===== config.mk =====
export PLATFORM = sky130hd
export DESIGN_NAME = sync_data_memory_flat
export DESIGN_NICKNAME = d
export VERILOG_FILES = /design/src/rtl/sync_data_memory_if.sv /design/src/rtl/sync_data_memory.sv /design/src/flat_wrapper.sv
export SDC_FILE = /design/constraint.sdc
export NUM_CORES = 2
export LEC_CHECK = 0
export CAP_MARGIN = 20
export CORE_UTILIZATION = 30
export DETAILED_ROUTE_END_ITERATION = 12
export GPL_ROUTABILITY_DRIVEN = 0
export HOLD_SLACK_MARGIN = 0.08
export SLEW_MARGIN = 20
export SYNTH_ARGS = -nofsm -noshare
export SYNTH_HDL_FRONTEND = slang
export SYNTH_SLANG_ARGS = --single-unit

===== constraint.sdc =====
create_clock -name clk -period 5.45 [get_ports clk]
set_input_delay 0.545 -clock clk [delete_from_list [all_inputs] [get_ports clk]]
set_output_delay 0.545 -clock clk [all_outputs]
set_load 0.02 [all_outputs]

===== src/rtl/sync_data_memory_if.sv =====
// sync_data_memory_if: load/store bus between the control unit (master) and
// the synchronous data memory (slave).
//   memIn       master->slave  write data
//   lineNumber  master->slave  line address for read and write
//   memRead     master->slave  read request
//   memWrite    master->slave  write request
//   memClear    master->slave  request a full zeroing sweep
//   memOut      slave->master  registered read data
//   memValid    slave->master  memOut updated this cycle
//   memReady    slave->master  requests accepted
//   memError    slave->master  previous accepted access was out of range
interface sync_data_memory_if #(
   parameter int unsigned DATA_WIDTH = 8,
   parameter int unsigned ADDR_WIDTH = 8
);
   logic [DATA_WIDTH-1:0] memIn;
   logic [ADDR_WIDTH-1:0] lineNumber;
   logic                  memRead;
   logic                  memWrite;
   logic                  memClear;
   logic [DATA_WIDTH-1:0] memOut;
   logic                  memValid;
   logic                  memReady;
   logic                  memError;

   modport master (
      output memIn, lineNumber, memRead, memWrite, memClear,
      input  memOut, memValid, memReady, memError
   );

   modport slave (
      input  memIn, lineNumber, memRead, memWrite, memClear,
      output memOut, memValid, memReady, memError
   );
endinterface


===== src/rtl/sync_data_memory.sv =====
// sync_data_memory: parametrised synchronous data memory with registered read
// port, valid strobe, out-of-range error strobe and a hardware clear sweep
// that zeroes every line after reset or on request.
//   clk      clock, all state changes on the rising edge
//   reset    asynchronous active-high reset; restarts the clear sweep
//   mem_bus  slave side of sync_data_memory_if (requests in, data/status out)
module sync_data_memory #(
   parameter int unsigned DATA_WIDTH = 8,
   parameter int unsigned ADDR_WIDTH = 8,
   parameter int unsigned DEPTH      = 256
) (
   input  logic              clk,
   input  logic              reset,
   sync_data_memory_if.slave mem_bus
);

   localparam int unsigned PTR_W = (DEPTH > 1) ? $clog2(DEPTH) : 1;
   localparam int unsigned CMP_W = ADDR_WIDTH + 1;
   localparam logic [PTR_W-1:0] LAST_LINE = PTR_W'(DEPTH - 1);
   localparam logic [CMP_W-1:0] DEPTH_C   = CMP_W'(DEPTH);

   typedef enum logic {
      CLEAR = 1'b0,
      IDLE  = 1'b1
   } state_e;

   state_e                state_q, state_d;
   logic [PTR_W-1:0]      clr_ptr_q, clr_ptr_d;
   logic [DATA_WIDTH-1:0] mem_out_q, mem_out_d;
   logic                  mem_valid_q, mem_valid_d;
   logic                  mem_ready_q, mem_ready_d;
   logic                  mem_error_q, mem_error_d;

   logic [DATA_WIDTH-1:0] mem_q [DEPTH];

   logic                  we_c;
   logic [PTR_W-1:0]      waddr_c;
   logic [DATA_WIDTH-1:0] wdata_c;
   logic                  in_range_c;
   logic [PTR_W-1:0]      line_idx_c;

   // Extra MSB on the compare so DEPTH == 2^ADDR_WIDTH is representable.
   assign in_range_c = ({1'b0, mem_bus.lineNumber} < DEPTH_C);
   // PTR_W <= ADDR_WIDTH; truncated index is only used when in range.
   assign line_idx_c = PTR_W'(mem_bus.lineNumber);

   // Next-state, array write port and output next values.
   always_comb begin
      state_d     = state_q;
      clr_ptr_d   = clr_ptr_q;
      mem_out_d   = mem_out_q;
      mem_valid_d = 1'b0;
      mem_error_d = 1'b0;
      we_c        = 1'b0;
      waddr_c     = clr_ptr_q;
      wdata_c     = '0;

      case (state_q)
         CLEAR: begin
            we_c    = 1'b1;
            waddr_c = clr_ptr_q;
            wdata_c = '0;
            if (clr_ptr_q == LAST_LINE) begin
               clr_ptr_d = '0;
               state_d   = IDLE;
            end else begin
               clr_ptr_d = clr_ptr_q + PTR_W'(1);
            end
         end
         IDLE: begin
            if (mem_bus.memClear) begin
               // Clear wins; any access in the same cycle is dropped silently.
               state_d   = CLEAR;
               clr_ptr_d = '0;
            end else begin
               if (mem_bus.memWrite && in_range_c) begin
                  we_c    = 1'b1;
                  waddr_c = line_idx_c;
                  wdata_c = mem_bus.memIn;
               end
               if (mem_bus.memRead) begin
                  mem_valid_d = 1'b1;
                  if (!in_range_c) begin
                     mem_out_d = '0;
                  end else if (mem_bus.memWrite) begin
                     // Write-first on a same-line read/write.
                     mem_out_d = mem_bus.memIn;
                  end else begin
                     mem_out_d = mem_q[line_idx_c];
                  end
               end
               mem_error_d = (mem_bus.memRead || mem_bus.memWrite) && !in_range_c;
            end
         end
         default: begin
            state_d = CLEAR;
         end
      endcase

      mem_ready_d = (state_d == IDLE);
   end

   // State and output registers.
   always_ff @(posedge clk or posedge reset) begin
      if (reset) begin
         state_q     <= CLEAR;
         clr_ptr_q   <= '0;
         mem_out_q   <= '0;
         mem_valid_q <= 1'b0;
         mem_ready_q <= 1'b0;
         mem_error_q <= 1'b0;
      end else begin
         state_q     <= state_d;
         clr_ptr_q   <= clr_ptr_d;
         mem_out_q   <= mem_out_d;
         mem_valid_q <= mem_valid_d;
         mem_ready_q <= mem_ready_d;
         mem_error_q <= mem_error_d;
      end
   end

   // Storage array; deliberately not reset, the clear sweep zeroes it.
   always_ff @(posedge clk) begin
      if (we_c) begin
         mem_q[waddr_c] <= wdata_c;
      end
   end

   assign mem_bus.memOut   = mem_out_q;
   assign mem_bus.memValid = mem_valid_q;
   assign mem_bus.memReady = mem_ready_q;
   assign mem_bus.memError = mem_error_q;

endmodule


===== src/flat_wrapper.sv =====
// flat-port wrapper written by rule: the top's interface ports become plain ports
module sync_data_memory_flat 
#(
   parameter int unsigned DATA_WIDTH = 8,
   parameter int unsigned ADDR_WIDTH = 8,
   parameter int unsigned DEPTH      = 256
)
  (clk, reset, mem_bus_memIn, mem_bus_lineNumber, mem_bus_memRead, mem_bus_memWrite, mem_bus_memClear, mem_bus_memOut, mem_bus_memValid, mem_bus_memReady, mem_bus_memError);
  sync_data_memory_if #(.DATA_WIDTH(DATA_WIDTH), .ADDR_WIDTH(ADDR_WIDTH)) mem_bus_i ();
  input  logic clk;
  input  logic reset;
  input wire logic [$bits(mem_bus_i.memIn)-1:0] mem_bus_memIn;
  input wire logic [$bits(mem_bus_i.lineNumber)-1:0] mem_bus_lineNumber;
  input wire logic [$bits(mem_bus_i.memRead)-1:0] mem_bus_memRead;
  input wire logic [$bits(mem_bus_i.memWrite)-1:0] mem_bus_memWrite;
  input wire logic [$bits(mem_bus_i.memClear)-1:0] mem_bus_memClear;
  output wire logic [$bits(mem_bus_i.memOut)-1:0] mem_bus_memOut;
  output wire logic [$bits(mem_bus_i.memValid)-1:0] mem_bus_memValid;
  output wire logic [$bits(mem_bus_i.memReady)-1:0] mem_bus_memReady;
  output wire logic [$bits(mem_bus_i.memError)-1:0] mem_bus_memError;
  assign mem_bus_i.memIn = mem_bus_memIn;
  assign mem_bus_i.lineNumber = mem_bus_lineNumber;
  assign mem_bus_i.memRead = mem_bus_memRead;
  assign mem_bus_i.memWrite = mem_bus_memWrite;
  assign mem_bus_i.memClear = mem_bus_memClear;
  assign mem_bus_memOut = mem_bus_i.memOut;
  assign mem_bus_memValid = mem_bus_i.memValid;
  assign mem_bus_memReady = mem_bus_i.memReady;
  assign mem_bus_memError = mem_bus_i.memError;
  sync_data_memory #(.DATA_WIDTH(DATA_WIDTH), .ADDR_WIDTH(ADDR_WIDTH), .DEPTH(DEPTH)) u_core (.clk(clk), .reset(reset), .mem_bus(mem_bus_i));
endmodule

# After elaboration in Yosys (flattened, before gate mapping)
# Memory sizes are Yosys's and may differ from the RTL's. A register that Yosys moved wholly into a read port is not among the register bits.
# Cells that the tools add are included.
# word_totals
reg_bits	10
ramBits	2048
inputBits	21
out_inout_bits	11
elab_cells	30
mem_count	1
# memory_table
memory	depth	word_bits	read_ports	rd_ports_with_merged_regs	write_ports	line_no	text
u_core.mem_q	256	8	1	1	1	sync_data_memory.sv:34	logic [DATA_WIDTH-1:0] mem_q [DEPTH];
# classes
add_sub_neg	1
n_eq_ne	2
mux	20
bitwise_logic	2
reduce_logical	1
# op_table
cell	count
8-bit two-way mux	6
8-bit one-hot mux with 2 select lines	3
1-bit two-way mux	9
8-bit by 1-bit adder with 8-bit output (second input constant)	1
8-bit == test (second input constant)	1
1-bit one-hot mux with 2 select lines	2
3-bit AND reduction	1
2-bit != test (second input constant)	1
1-bit NOT	2

# Longest topological paths before layout
# logic_depth
depth_word	5
ltp_mapped	13
ltp_nobuf	7

# Worst setup path before layout
# OpenSTA, ideal clock, no wires.
# synth_path
kind	input port to flip-flop
start	input port mem_bus_memClear
end	memory u_core.mem_q[0][1], data pin
t_arrival_ps	4386
required_ps	4573
path_slack_ps	187
path_stages	4
path_buffers	2
cell_sequence	nor2b_1 -> buf_2 -> clkbuf_1 -> and3_1
# synth_between
elab_chain_cells	2
# synth_lines
element	line_no	text
start, declared	flat_wrapper.sv:16	input wire logic [$bits(mem_bus_i.memClear)-1:0] mem_bus_memClear;
8-bit two-way mux	sync_data_memory.sv:71	if (mem_bus.memClear) begin
8-bit one-hot mux with 2 select lines	sync_data_memory.sv:58	case (state_q)
via u_core.wdata_c[1]	sync_data_memory.sv:38	logic [DATA_WIDTH-1:0] wdata_c;
end, declared	sync_data_memory.sv:34	
# The timed path passes the listed nets, and every way through them passes these cells.

# Worst setup path after layout
# layout_path
start	register u_core.state_q
end	memory u_core.mem_q[155][0], enable pin
# layout_between
elab_chain_cells	4
word_cells_on_any_way	5
cone_classes	mux (4); bitwise (1)
# layout_lines
element	line_no	text
start, declared	sync_data_memory.sv:27	state_e state_q, state_d;
start signal, assigned	sync_data_memory.sv:113	state_q <= state_d;
1-bit NOT	--	
1-bit one-hot mux with 2 select lines	sync_data_memory.sv:58	
1-bit two-way mux	sync_data_memory.sv:124	if (we_c) begin
1-bit two-way mux (implied by the code)	sync_data_memory.sv:125	mem_q[waddr_c] <= wdata_c;
# Parallel ways exist; a longest one is shown, timed or not.

==> reports/qor.yml <==
status:
  run_status: "complete, no violations"
logic_synthesis:
  synth_nets: 3931
  synth_compound_area_frac: 0.02927
  yosys.area_share.simple: 0.03278
  yosysSeqAreaShare: 0.7656
  synthDistinctLibCells: 64
  synth-edff-count: 2048
  ys_ff_latch: 2066
  syn_inst: 3909
  netlist_area_mm2: 0.08092
  synth-xor-area-share: 0.0003247
  synthAdderAreaFrac: 0.0001546
  async_flop_share: 0.008712
  synth.avg_cell_area_um2: 20.70
  synth.mux.area_fraction: 0.1535
  synth_top_family_by_area: "multiplexers"
  yosys_warnings: 0
  synth_ff_type: "edfxtp_1"
run:
  maxCapViolCount: 0
placement:
  dp.cells: 7382
  dp_hpwl_mm: 128.5
  numPortBuffers: 30
sta:
  worst_pin_slew_ps: 1087
  rsz0062_at_grt: "false"
  hold_viol: 0
  min_period_ps: 4176
  fmax_ghz: 0.2395
  maxSlewViolCount: 0
  relSlewSlack: 0.2652
  setup_viol_count_final: 0
  fin_crit_sh: 0.7662
  final.setup_skew_ps: 52.26
  setup_tns_ps: 0
floorplanning:
  die_height_um: 521.4
  dieArea_mm2: 0.2718
  fp.coreArea_mm2: 0.2682
  fp-row-count: 190
  io-pin-count: 32
  initial_core_util: 0.3018
  dieWidth_um: 521.4
detailed_routing:
  first_pass_iters: 6
  postRouteWirelength_mm: 206.5
  drt_iter0_drc: 4740
  wl_per_cell_um: 26.60
  ant_nets: 0
  vias: 39860
  drc_errors: 0
  viasPerCell: 5.135
grt:
  grt_pass1_wl_mm: 297.4
  grt_pass1_vias: 40550
  grt_usage: 0.1503
  grt_max_degree: 139
  grtUsageMet1: 0.2034
  met3_usage: 0.02852
  antenna_found_initial: 7
  grt_overflow: 0
  busiest_layer: "met2"
  met2_usage: 0.2446
critical_path:
  cp_num_buf_inv: 1
  required_ps: 5900
  cp_data_arrival_time_ps: 4630
  path_class: "reg -> reg"
  r2r_setup_slack_ps: 1270
  path_delay_family: "simple AND/OR/NAND/NOR gates"
  cp-start-kind: "flop"
  path_max_fanout: 16
  crit-reg2reg-launch: "u_core.state_q"
  crit_path_top_delay_cell: "nor2_1"
  crit_chain: "nor2b_1, nand2_1, buf_4, o21ai_0, nand2_1, nor2_1"
  endpoint_kind: "flop"
  crit_start: "u_core.state_q"
  critical_path.most_common_cell: "nand2_1"
  critPathMaxStageDelay_ps: 900
clock_tree:
  cts_tree: "built"
  clock_latency_ps: 860
  post_cts_buffers: 0
  clkSlewWorstSetupHoldPaths_ps: 60
  cts_hold_buf: 0
  htreeDepth: 4
  ctsRootBufferMaster: "clkbuf_16"
  cts_buffer_depth: 3
  numCtsBuffers: 206
  ctsResizeCount: 0
  clkSinkCount: 2066
final_layout:
  area_growth_pct: 14.29
  layout_commonest_cell: "edfxtp_1"
  final_cell_mix: "2048 x edfxtp_1, 434 x mux4_2, 284 x nor2_1"
  drive_above_1_share: 0.2157
  nets: 4062
  nFillCells: 24750
  multi_input_area_mm2: 0.01756
  seqCellArea_mm2: 0.06195
  fin_cells: 7763
hold_path:
  hp-class: "in -> async"
power:
  p_per_area_mw_per_mm2: 372.5
  p_leak_uw: 0.02778
  vdd_drop_max_mv: 0.3127
-- worst register-to-register path, cell delays in order, from the launching register on --
cell and delay (ps):
dfrtp_1 550, nor2b_1 550, nand2_1 270, buf_4 240, o21ai_0 520, nand2_1 720
nor2_1 920
-- Yosys cell counts (3+ instances only) --
cell	instances	area [µm²]
o31ai_1	16	120.1
mux2_2	5	56.30
o21ai_0	35	175.2
buf_6	33	371.6
or3_1	10	62.56
clkbuf_1	83	311.6
o221ai_1	49	429.2
dfrtp_1	18	450.4
a31oi_1	12	75.07
o2111ai_1	6	52.55
o21ai_1	4	20.02
buf_4	43	322.8
nand2_1	111	416.7
a211oi_1	54	405.4
and3_1	10	62.56
nand3_1	52	260.3
o32a_1	5	50.05
nor4_1	15	93.84
a22oi_1	26	195.2
nor2_1	293	1100
buf_8	4	60.06
a21oi_1	35	175.2
or2_2	5	31.28
buf_1	10	37.54
nor3_1	43	215.2
o211ai_1	3	22.52
mux4_2	434	9774
edfxtp_1	2048	61500
nand4_1	3	18.77
nand2b_1	12	75.07
mux2i_1	188	1882
and2_1	14	87.58
nor2b_1	24	150.1
o22ai_1	68	425.4
mux4_1	27	709.4
nand3b_1	6	45.04
inv_2	4	15.01
a221oi_1	3	26.28
buf_2	63	315.3
-- metal layers --
layer  part of all wire  vias up
met5           0.000053        -
met1               0.42    21370
met4              0.029        2
met3              0.071      311
met2               0.48     1632
li1                   -    16550
-- report_power, final --
group / switching (µW) / internal (µW)
combinational: 1680 / 746
sequential: 165 / 17600
clock: 6060 / 8230
total: 7900 / 26500
-- metrics by stage --
step	setup slack, ps	power (µW)	util	hold slack [ps]	cell area [µm²]
floorplan	187.3	19360	-	483.6	80920
global placement	752.5	20480	0.3191	634.8	85580
detailed placement	732.7	20500	0.3192	641.6	85600
CTS	1287	34640	0.3447	341.4	92440
global route	1075	35340	0.3449	365.3	92490
finish	1274	34450	0.3449	349.7	92490
-- cells by family after synthesis --
group	count (synthesis)
other cells	1
flops	2066
compound gates	337
buf+inv	245
fa+ha+maj	1
mux	654
xor+xnor	3
simple gates	602
-- flip-flops by register name, summed over array words and instances, names as in the netlist --
signal                   flops
u_core.clr_ptr_q             8
u_core.mem_bus.memOut        8
u_core.mem_bus.memValid      1
u_core.mem_q              2048
u_core.state_q               1
-- area by class of cell --
| type | instances | share of cell area |
|---|---|---|
| flip-flops and latches | 2066 | 0.6698 |
| clock inverters | 134 | 0.01554 |
| multi-input cells | 1598 | 0.1899 |
| inverters | 6 | 0.0002570 |
| well taps | 3552 | 0.04805 |
| repair buffers | 162 | 0.01802 |
| clock buffers | 244 | 0.05841 |
| diodes | 1 | 0.00002706 |
-- path summary, 6_finish.rpt --
kind	to	cells past startpoint
worst min register to register	u_core.clr_ptr_q[4]	1
worst min-delay path	u_core.clr_ptr_q[6]	2
worst max register to register	u_core.mem_q[155][0]	6
min in group clk	u_core.clr_ptr_q[1]	2
worst max-delay path	u_core.mem_q[155][0]	6
max in group asynchronous	u_core.mem_bus.memOut[5]	2
Power figures use the tool's default switching activity.
